===== src/rtl/mau_load_swc.sv =====
`default_nettype none
// ============================================================================
//  Module   : mau_load_swc
//  Purpose  : Load memory access unit. Takes one load request at a time from
//             the load execute stage, performs a single AHB-Lite read, then
//             aligns/extends the returned lane and writes it to the regfile.
//             Misaligned addresses, ERROR responses and bus timeouts abort
//             the load with a one-cycle error pulse.
//  Ports    : hclk/hrst          clock, async active-high reset
//             exu_load_*         request: valid, rd, base, offset, size, sext
//             mau_load_busy      high while a load is in flight
//             mau_load_err       one-cycle abort pulse
//             haddr/htrans/hsize/hwrite/hready/hresp/hrdata  AHB-Lite master
//             reg_wen/reg_waddr/reg_wdata                     regfile write
//  Revision : 1.0  initial release
// ============================================================================
module mau_load_swc #(
  parameter int TIMEOUT_CYC = 16
) (
  input  logic        hclk,
  input  logic        hrst,
  input  logic        exu_load_en,
  input  logic [4:0]  exu_load_rd,
  input  logic [31:0] exu_load_base_addr,
  input  logic [31:0] exu_load_offset,
  input  logic [1:0]  exu_load_size,
  input  logic        exu_load_sext,
  output logic        mau_load_busy,
  output logic        mau_load_err,
  output logic [31:0] haddr,
  output logic [1:0]  htrans,
  output logic [2:0]  hsize,
  output logic        hwrite,
  input  logic        hready,
  input  logic        hresp,
  input  logic [31:0] hrdata,
  output logic        reg_wen,
  output logic [4:0]  reg_waddr,
  output logic [31:0] reg_wdata
);

  localparam logic [1:0] C_HTRANS_IDLE   = 2'b00;
  localparam logic [1:0] C_HTRANS_NONSEQ = 2'b10;

  // Counter only needs to reach TIMEOUT_CYC-1; the edge that would take it
  // to TIMEOUT_CYC instead moves the FSM to ERR.
  localparam int         CW     = (TIMEOUT_CYC < 2) ? 1 : $clog2(TIMEOUT_CYC);
  localparam logic [CW-1:0] C_TLIM = CW'((TIMEOUT_CYC == 0) ? 0 : TIMEOUT_CYC - 1);
  localparam bit         C_TO_EN = (TIMEOUT_CYC != 0);

  typedef enum logic [2:0] {
    S_IDLE = 3'd0,
    S_ADDR = 3'd1,
    S_DATA = 3'd2,
    S_WB   = 3'd3,
    S_ERR  = 3'd4
  } state_t;

  state_t        r_state, w_state_nxt;

  logic [4:0]    r_rd,       w_rd_nxt;
  logic [1:0]    r_alo,      w_alo_nxt;
  logic [1:0]    r_size,     w_size_nxt;
  logic          r_sext,     w_sext_nxt;
  logic [CW-1:0] r_tcnt,     w_tcnt_nxt;

  logic          r_busy,     w_busy_nxt;
  logic          r_err,      w_err_nxt;
  logic [31:0]   r_haddr,    w_haddr_nxt;
  logic [1:0]    r_htrans,   w_htrans_nxt;
  logic [2:0]    r_hsize,    w_hsize_nxt;
  logic          r_wen,      w_wen_nxt;
  logic [4:0]    r_waddr,    w_waddr_nxt;
  logic [31:0]   r_wdata,    w_wdata_nxt;

  logic [31:0]   w_addr_calc;
  logic          w_misalign;
  logic          w_timeout;
  logic [7:0]    w_lane_b;
  logic [15:0]   w_lane_h;
  logic [31:0]   w_ext;

  // Effective address wraps modulo 2^32.
  assign w_addr_calc = exu_load_base_addr + exu_load_offset;

  always_comb begin
    w_misalign = 1'b0;
    case (exu_load_size)
      2'd0:    w_misalign = 1'b0;
      2'd1:    w_misalign = w_addr_calc[0];
      2'd2:    w_misalign = (w_addr_calc[1:0] != 2'b00);
      default: w_misalign = 1'b1;
    endcase
  end

  // Only meaningful while hready=0; the limit is hit on the edge that samples
  // the TIMEOUT_CYC-th consecutive wait cycle.
  assign w_timeout = C_TO_EN && (r_tcnt == C_TLIM);

  // Lane select and extension from the captured low address bits.
  always_comb begin
    w_lane_b = hrdata[7:0];
    case (r_alo)
      2'd0:    w_lane_b = hrdata[7:0];
      2'd1:    w_lane_b = hrdata[15:8];
      2'd2:    w_lane_b = hrdata[23:16];
      default: w_lane_b = hrdata[31:24];
    endcase
  end

  assign w_lane_h = r_alo[1] ? hrdata[31:16] : hrdata[15:0];

  always_comb begin
    w_ext = hrdata;
    case (r_size)
      2'd0:    w_ext = {{24{r_sext & w_lane_b[7]}}, w_lane_b};
      2'd1:    w_ext = {{16{r_sext & w_lane_h[15]}}, w_lane_h};
      default: w_ext = hrdata;
    endcase
  end

  // Next-state and next-output logic. Every output is computed here and
  // registered below, so all DUT outputs come straight from flops.
  always_comb begin
    w_state_nxt  = r_state;
    w_rd_nxt     = r_rd;
    w_alo_nxt    = r_alo;
    w_size_nxt   = r_size;
    w_sext_nxt   = r_sext;
    w_tcnt_nxt   = '0;
    w_err_nxt    = 1'b0;
    w_haddr_nxt  = r_haddr;
    w_htrans_nxt = C_HTRANS_IDLE;
    w_hsize_nxt  = r_hsize;
    w_wen_nxt    = 1'b0;
    w_waddr_nxt  = r_waddr;
    w_wdata_nxt  = r_wdata;

    case (r_state)
      S_IDLE: begin
        if (exu_load_en) begin
          w_rd_nxt   = exu_load_rd;
          w_alo_nxt  = w_addr_calc[1:0];
          w_size_nxt = exu_load_size;
          w_sext_nxt = exu_load_sext;
          if (w_misalign) begin
            w_state_nxt = S_ERR;
            w_err_nxt   = 1'b1;
          end else begin
            w_state_nxt  = S_ADDR;
            w_htrans_nxt = C_HTRANS_NONSEQ;
            w_haddr_nxt  = w_addr_calc;
            w_hsize_nxt  = {1'b0, exu_load_size};
          end
        end
      end

      S_ADDR: begin
        if (hready) begin
          w_state_nxt = S_DATA;
        end else if (w_timeout) begin
          w_state_nxt = S_ERR;
          w_err_nxt   = 1'b1;
        end else begin
          // Address phase must be held stable while the slave stalls.
          w_htrans_nxt = C_HTRANS_NONSEQ;
          w_tcnt_nxt   = C_TO_EN ? r_tcnt + 1'b1 : '0;
        end
      end

      S_DATA: begin
        if (hready) begin
          if (hresp) begin
            w_state_nxt = S_ERR;
            w_err_nxt   = 1'b1;
          end else begin
            w_state_nxt = S_WB;
            w_wen_nxt   = (r_rd != 5'd0);
            w_waddr_nxt = r_rd;
            w_wdata_nxt = w_ext;
          end
        end else if (w_timeout) begin
          w_state_nxt = S_ERR;
          w_err_nxt   = 1'b1;
        end else begin
          w_tcnt_nxt = C_TO_EN ? r_tcnt + 1'b1 : '0;
        end
      end

      S_WB:    w_state_nxt = S_IDLE;
      S_ERR:   w_state_nxt = S_IDLE;
      default: w_state_nxt = S_IDLE;
    endcase

    w_busy_nxt = (w_state_nxt != S_IDLE);
  end

  always_ff @(posedge hclk or posedge hrst) begin
    if (hrst) begin
      r_state  <= S_IDLE;
      r_rd     <= '0;
      r_alo    <= '0;
      r_size   <= '0;
      r_sext   <= 1'b0;
      r_tcnt   <= '0;
      r_busy   <= 1'b0;
      r_err    <= 1'b0;
      r_haddr  <= '0;
      r_htrans <= C_HTRANS_IDLE;
      r_hsize  <= '0;
      r_wen    <= 1'b0;
      r_waddr  <= '0;
      r_wdata  <= '0;
    end else begin
      r_state  <= w_state_nxt;
      r_rd     <= w_rd_nxt;
      r_alo    <= w_alo_nxt;
      r_size   <= w_size_nxt;
      r_sext   <= w_sext_nxt;
      r_tcnt   <= w_tcnt_nxt;
      r_busy   <= w_busy_nxt;
      r_err    <= w_err_nxt;
      r_haddr  <= w_haddr_nxt;
      r_htrans <= w_htrans_nxt;
      r_hsize  <= w_hsize_nxt;
      r_wen    <= w_wen_nxt;
      r_waddr  <= w_waddr_nxt;
      r_wdata  <= w_wdata_nxt;
    end
  end

  assign mau_load_busy = r_busy;
  assign mau_load_err  = r_err;
  assign haddr         = r_haddr;
  assign htrans        = r_htrans;
  assign hsize         = r_hsize;
  assign hwrite        = 1'b0;
  assign reg_wen       = r_wen;
  assign reg_waddr     = r_waddr;
  assign reg_wdata     = r_wdata;

endmodule
`default_nettype wire

===== config.mk =====
export PLATFORM = sky130hd
export DESIGN_NAME = mau_load_swc
export DESIGN_NICKNAME = d
export VERILOG_FILES = /design/src/rtl/mau_load_swc.sv
export SDC_FILE = /design/constraint.sdc
export NUM_CORES = 1
export LEC_CHECK = 0
export BUFFER_PORTS_ARGS = -buffer_cell sky130_fd_sc_hd__buf_4
export CORE_ASPECT_RATIO = 2
export CORE_UTILIZATION = 45
export CTS_CLUSTER_DIAMETER = 50
export CTS_CLUSTER_SIZE = 8
export DETAILED_ROUTE_END_ITERATION = 6
export PLACE_DENSITY = 0.72
export REMOVE_ABC_BUFFERS = 1
export SETUP_SLACK_MARGIN = 0.5
export SYNTH_ARGS = -nofsm -noshare
export SYNTH_HDL_FRONTEND = slang
export SYNTH_SLANG_ARGS = --single-unit
export TNS_END_PERCENT = 10

===== constraint.sdc =====
create_clock -name hclk -period 5.8 [get_ports hclk]
set_input_delay 0.87 -clock hclk [delete_from_list [all_inputs] [get_ports hclk]]
set_output_delay 0.87 -clock hclk [all_outputs]
set_load 0.005 [all_outputs]

**Yosys cells after proc, flatten, opt, wreduce, memory -nomap -nowiden**

Index checks and enable logic that the tools add are counted.

- Register bits after elaboration: 93
- Bits in latches: 0
- Bits in writable memories: 0
- Memory bits (read-only): 0
- Input port bits: 109
- Output and inout bits: 78
- Logic and storage cells: 68
- Memories kept: 0

- $add $sub $neg: 2
- $mul: 0
- Divide/modulo/power cells: 0
- Magnitude comparators: 0
- Equality and inequality tests: 8
- Shift operators: 0
- Multiplexer cells: 29
- Bitwise logic cells: 4
- Reduce and logical (&&, ||, !) cells: 11

Operators by type and width:

| operator | count |
|---|---|
| $pmux W32 S2 | 1 |
| $add A32 B32 Y32 | 1 |
| $pmux W8 S3 | 1 |
| $mux W3 | 6 |
| $mux W16 | 1 |
| $mux W4 | 3 |
| $mux W1 | 9 |
| $pmux W3 S3 | 1 |
| $mux W2 | 4 |
| $eq A2 B1 Y1 const B | 3 |
| $logic_not A2 Y1 | 3 |
| $pmux W1 S3 | 2 |
| $reduce_and A3 Y1 | 2 |
| $reduce_bool A5 Y1 | 1 |
| $add A4 B1 Y4 const B | 1 |
| $eq A2 B2 Y1 const B | 2 |
| $eq A4 B4 Y1 const B | 1 |
| $pmux W2 S2 | 1 |
| $eq A3 B1 Y1 const B | 1 |
| $eq A3 B2 Y1 const B | 1 |
| $logic_not A3 Y1 | 1 |
| $reduce_bool A3 Y1 | 1 |
| $and A1 B1 Y1 | 2 |
| $not A1 Y1 | 2 |
| 3 further kinds | 3 |

**Longest topological paths before layout**

- Depth in word-level cells: 7
- Mapped depth: 9
- Depth with buffers taken out: 9

**Worst setup path before layout**

OpenSTA, ideal clock, no wires.

- Kind: input port to flip-flop
- Start: input exu_load_base_addr[0]
- End: register r_haddr[26] (netlist: haddr[26])
- Setup time: 70 ps
- Arrival: 2,810 ps
- Data required time: 5,730 ps
- Slack: 2,921 ps
- Cell stages on the path: 9
- Buffers on the path: 0
- Cell sequence: ha_1 -> fa_1 -> a21o_2 -> nand4_2 -> a21oi_2 -> o211ai_4 -> o41ai_4 -> or4_1 -> nand3_1

- Longest elaborated chain between the ends: 5

RTL lines:

| what | line | source |
|---|---|---|
| start, declared | 24 | `input logic [31:0] exu_load_base_addr,` |
| $add A32 B32 Y32 * | 84 | `assign w_addr_calc = exu_load_base_addr + exu_load_offset;` |
| $reduce_bool A2 Y1 | 91 | `2'd2: w_misalign = (w_addr_calc[1:0] != 2'b00);` |
| $pmux W1 S3 | 88 | `case (exu_load_size)` |
| $not A1 Y1 (no line) | - |  |
| $reduce_and A3 Y1 (no line) | - |  |
| end signal, assigned | 223 | `r_haddr <= w_haddr_nxt;` |
| end, declared | 69 | `logic [31:0] r_haddr, w_haddr_nxt;` |

Every way passes the cells marked *; elsewhere a longest branch is shown, timed or not.
A chain may end at the register's enable or synchronous reset.

**Worst setup path in the final report**

- Start: input exu_load_base_addr[0]
- End: register r_haddr[28] (netlist: haddr[28])

- Longest elaborated chain between the ends: 5

RTL lines:

| what | line | source |
|---|---|---|
| $add A32 B32 Y32 | 84 |  |
| net w_addr_calc[1] | 76 | `logic [31:0] w_addr_calc;` |
| $reduce_bool A2 Y1 | 91 |  |
| $pmux W1 S3 | 88 |  |
| $not A1 Y1 (no line) | - |  |
| $reduce_and A3 Y1 (no line) | - |  |

The timed path passes the listed nets, and every way through them passes these cells.

==> flow_summary.json <==
{
  "cts_max_path_buffers": 2,
  "fin_util_pct": 60.2,
  "synth_edf_count": 0,
  "max_slew_margin_pct": 24.9,
  "yosys-top-cells-area": "dfrtp_1 40%, nand2_1 6.9%, ha_1 6.9%, a21oi_1 5.6%, o21ai_0 4.3%",
  "setup_ws_ps": 2530,
  "instances_no_fill": 986,
  "die_area_um2": 13300,
  "synth.largest_area_cell": "dfrtp_1",
  "cts-resized-gates": 0,
  "worstSetupEndpointType": "register",
  "ys_warn_count": 0,
  "arrival_ps": 3470,
  "final_nets": 973,
  "initial_utilization_pct": 46.1,
  "worstPathRequired_ps": 6000,
  "port_buffers": 183,
  "final_max_slew_viol_count": 0,
  "io_pins": 187,
  "final-hold-violation-count": 0,
  "fin_crit_sh_pct": 56.4,
  "pre_cts_ws_ps": 2200,
  "grtUsageTotal_pct": 25.6,
  "reg2reg_slack_ps": 3460,
  "grt_antenna_before_repair": 0,
  "grt_pass1_vias": 5627,
  "synthCells": 666,
  "layout_commonest_cell": "buf_4",
  "hold_buffers": 0,
  "first_iter_violations": 209,
  "vias": 5496,
  "path_max_fanout": 14,
  "diodes": 0,
  "maxCapViolations": 0,
  "wl_per_cell_um": 16.8,
  "p_per_area_nw_per_um2": 411,
  "rsz0062_at_grt": "no",
  "area_growth_pct": 30.7,
  "ys.flop_type": "dfrtp_1",
  "ir_drop_uv": 247,
  "synth_top_area_share_pct": 39.8,
  "ys_async_sr_fraction_pct": 100,
  "fin_setup_tns_ps": 0,
  "avgSynthCellArea_um2": 8.69,
  "route.detailed.drc": 0,
  "drive_above_1_share_pct": 28.6,
  "num_rows": 58,
  "overflow": 0,
  "insertion_delay_ps": 340,
  "die_w_um": 82.2,
  "drtAntennaViolNets": 0,
  "ys_types": 70,
  "finalCriticalPeriod_ps": 3270,
  "grt_max_degree": 78,
  "total_power_uw": 3110,
  "clk_pin_slew_ps": 70,
  "grt_pass1_wl_mm": 26.2,
  "cts_sinks": 92,
  "max_freq_ghz": 0.306,
  "synth_area_um2": 5780,
  "hpwl_mm": 13.4,
  "gp_congestion": 0.910,
  "max_slew.worst_pin.slew_ps": 1130,
  "ys_seq_area_share_pct": 39.8,
  "path_class": "input pin to register",
  "cts_tree": "done",
  "leakagePower_uw": 0.00367,
  "critPathLaunchType": "input pin",
  "finalClockSkew_ps": 8.54,
  "root_buffer": "clkbuf_16",
  "die_h_um": 162,
  "dp_cells": 970,
  "viasPerCell": 5.57,
  "finalWirelength_mm": 16.5,
  "cts_buffers": 9,
  "synth-seq-cells": 92,
  "htree_levels": 3,
  "final_cell_mix": "188 x buf_4, 106 x nand2_1, 92 x dfrtp_1",
  "setup_viol": 0,
  "status": "finished, final reports clean",
  "core-area_um2": 12600,
  "hold_class": "input pin to async pin",
  "drtPass1Iterations": 4,
  "cts_setup_buffers": 0
}
[cells in the mapped netlist (all sizes together), types with 9 or more instances]
library cell and n:
xor2 9, nand3 13, mux2 10, nor3 12, xnor2 15, a211oi 10, nand2 107, nor2b 11
dfrtp 92, clkbuf 27, o22ai 12, buf 9, ha 32, nand4 10, a21oi 66, a31oi 14
o21ai 53, inv 23, a21o 19, nor2 48
[critical path, cell delays in order]
cell and delay [ps]:
buf_4 110, ha_1 230, fa_1 520, o31ai_1 490, and2_0 760, o221ai_1 240, o21ai_0 130, o21ai_1 100
[cell families after synthesis]
kind of cell               synth area share (%)
muxes                                      2.75
and+or+nand+nor                            17.4
other                                    0.0648
xor gates and xnor gates                   3.63
adders and majority gates                  7.27
DFF                                        39.8
buffers and inverters                      4.22
AOI/OAI and AO/OA                          24.9
[worst paths after layout]
path	start	end	cells after the start
max	exu_load_base_addr[0]	haddr[28]	8
min	hrst	haddr[24]	2
max reg2reg	r_state[2]	haddr[28]	6
min reg2reg	r_tcnt[0]	r_tcnt[0]	1
max in group asynchronous	hrst	haddr[5]	3
min in group hclk	r_tcnt[0]	r_tcnt[0]	1
[stage by stage]
stage,hold WS [ps],cell area (um^2)
2_1_floorplan,442,5630
3_3_place_gp,451,7240
3_5_place_dp,464,7240
4_1_cts,452,7560
5_1_grt,456,7560
6_report,448,7560
[power breakdown]
group,internal (uW),leakage (uW),total (uW),switching [uW]
sequential,931,0.00114,1170,238
clock,346,0.000153,613,267
combinational,682,0.00238,1330,645
total,1960,0.00367,3110,1150
[layout make-up]
type / count / area, um^2
clock buffers: 9 / 225
clock inverters: 7 / 93.8
fillers: 1154 / 5000
inverters: 23 / 88.8
multi-input cells: 517 / 3250
flip-flops and latches: 92 / 2300
well taps: 150 / 188
repair buffers: 188 / 1410
[layer usage]
layer  wire, um  part of all wire, %  GRT usage (%)  vias up
met5          0                    0              0        -
met4        525                  3.2           10.4        0
met3        820                  5.0           4.03       44
met2       9390                   57           49.8      197
met1       5780                   35           25.5     2546
li1           -                    -              -     2709
[flip-flops by register name, indices dropped and copies added, names as in the netlist, 2 cells and up]
| register | flops |
|---|---|
| r_rd | 5 |
| r_size | 2 |
| r_state | 3 |
| r_tcnt | 4 |
| r_alo | 2 |
| hsize | 2 |
| reg_wdata | 32 |
| reg_waddr | 5 |
| haddr | 32 |
Note: power is estimated with default switching activity, not from simulation.
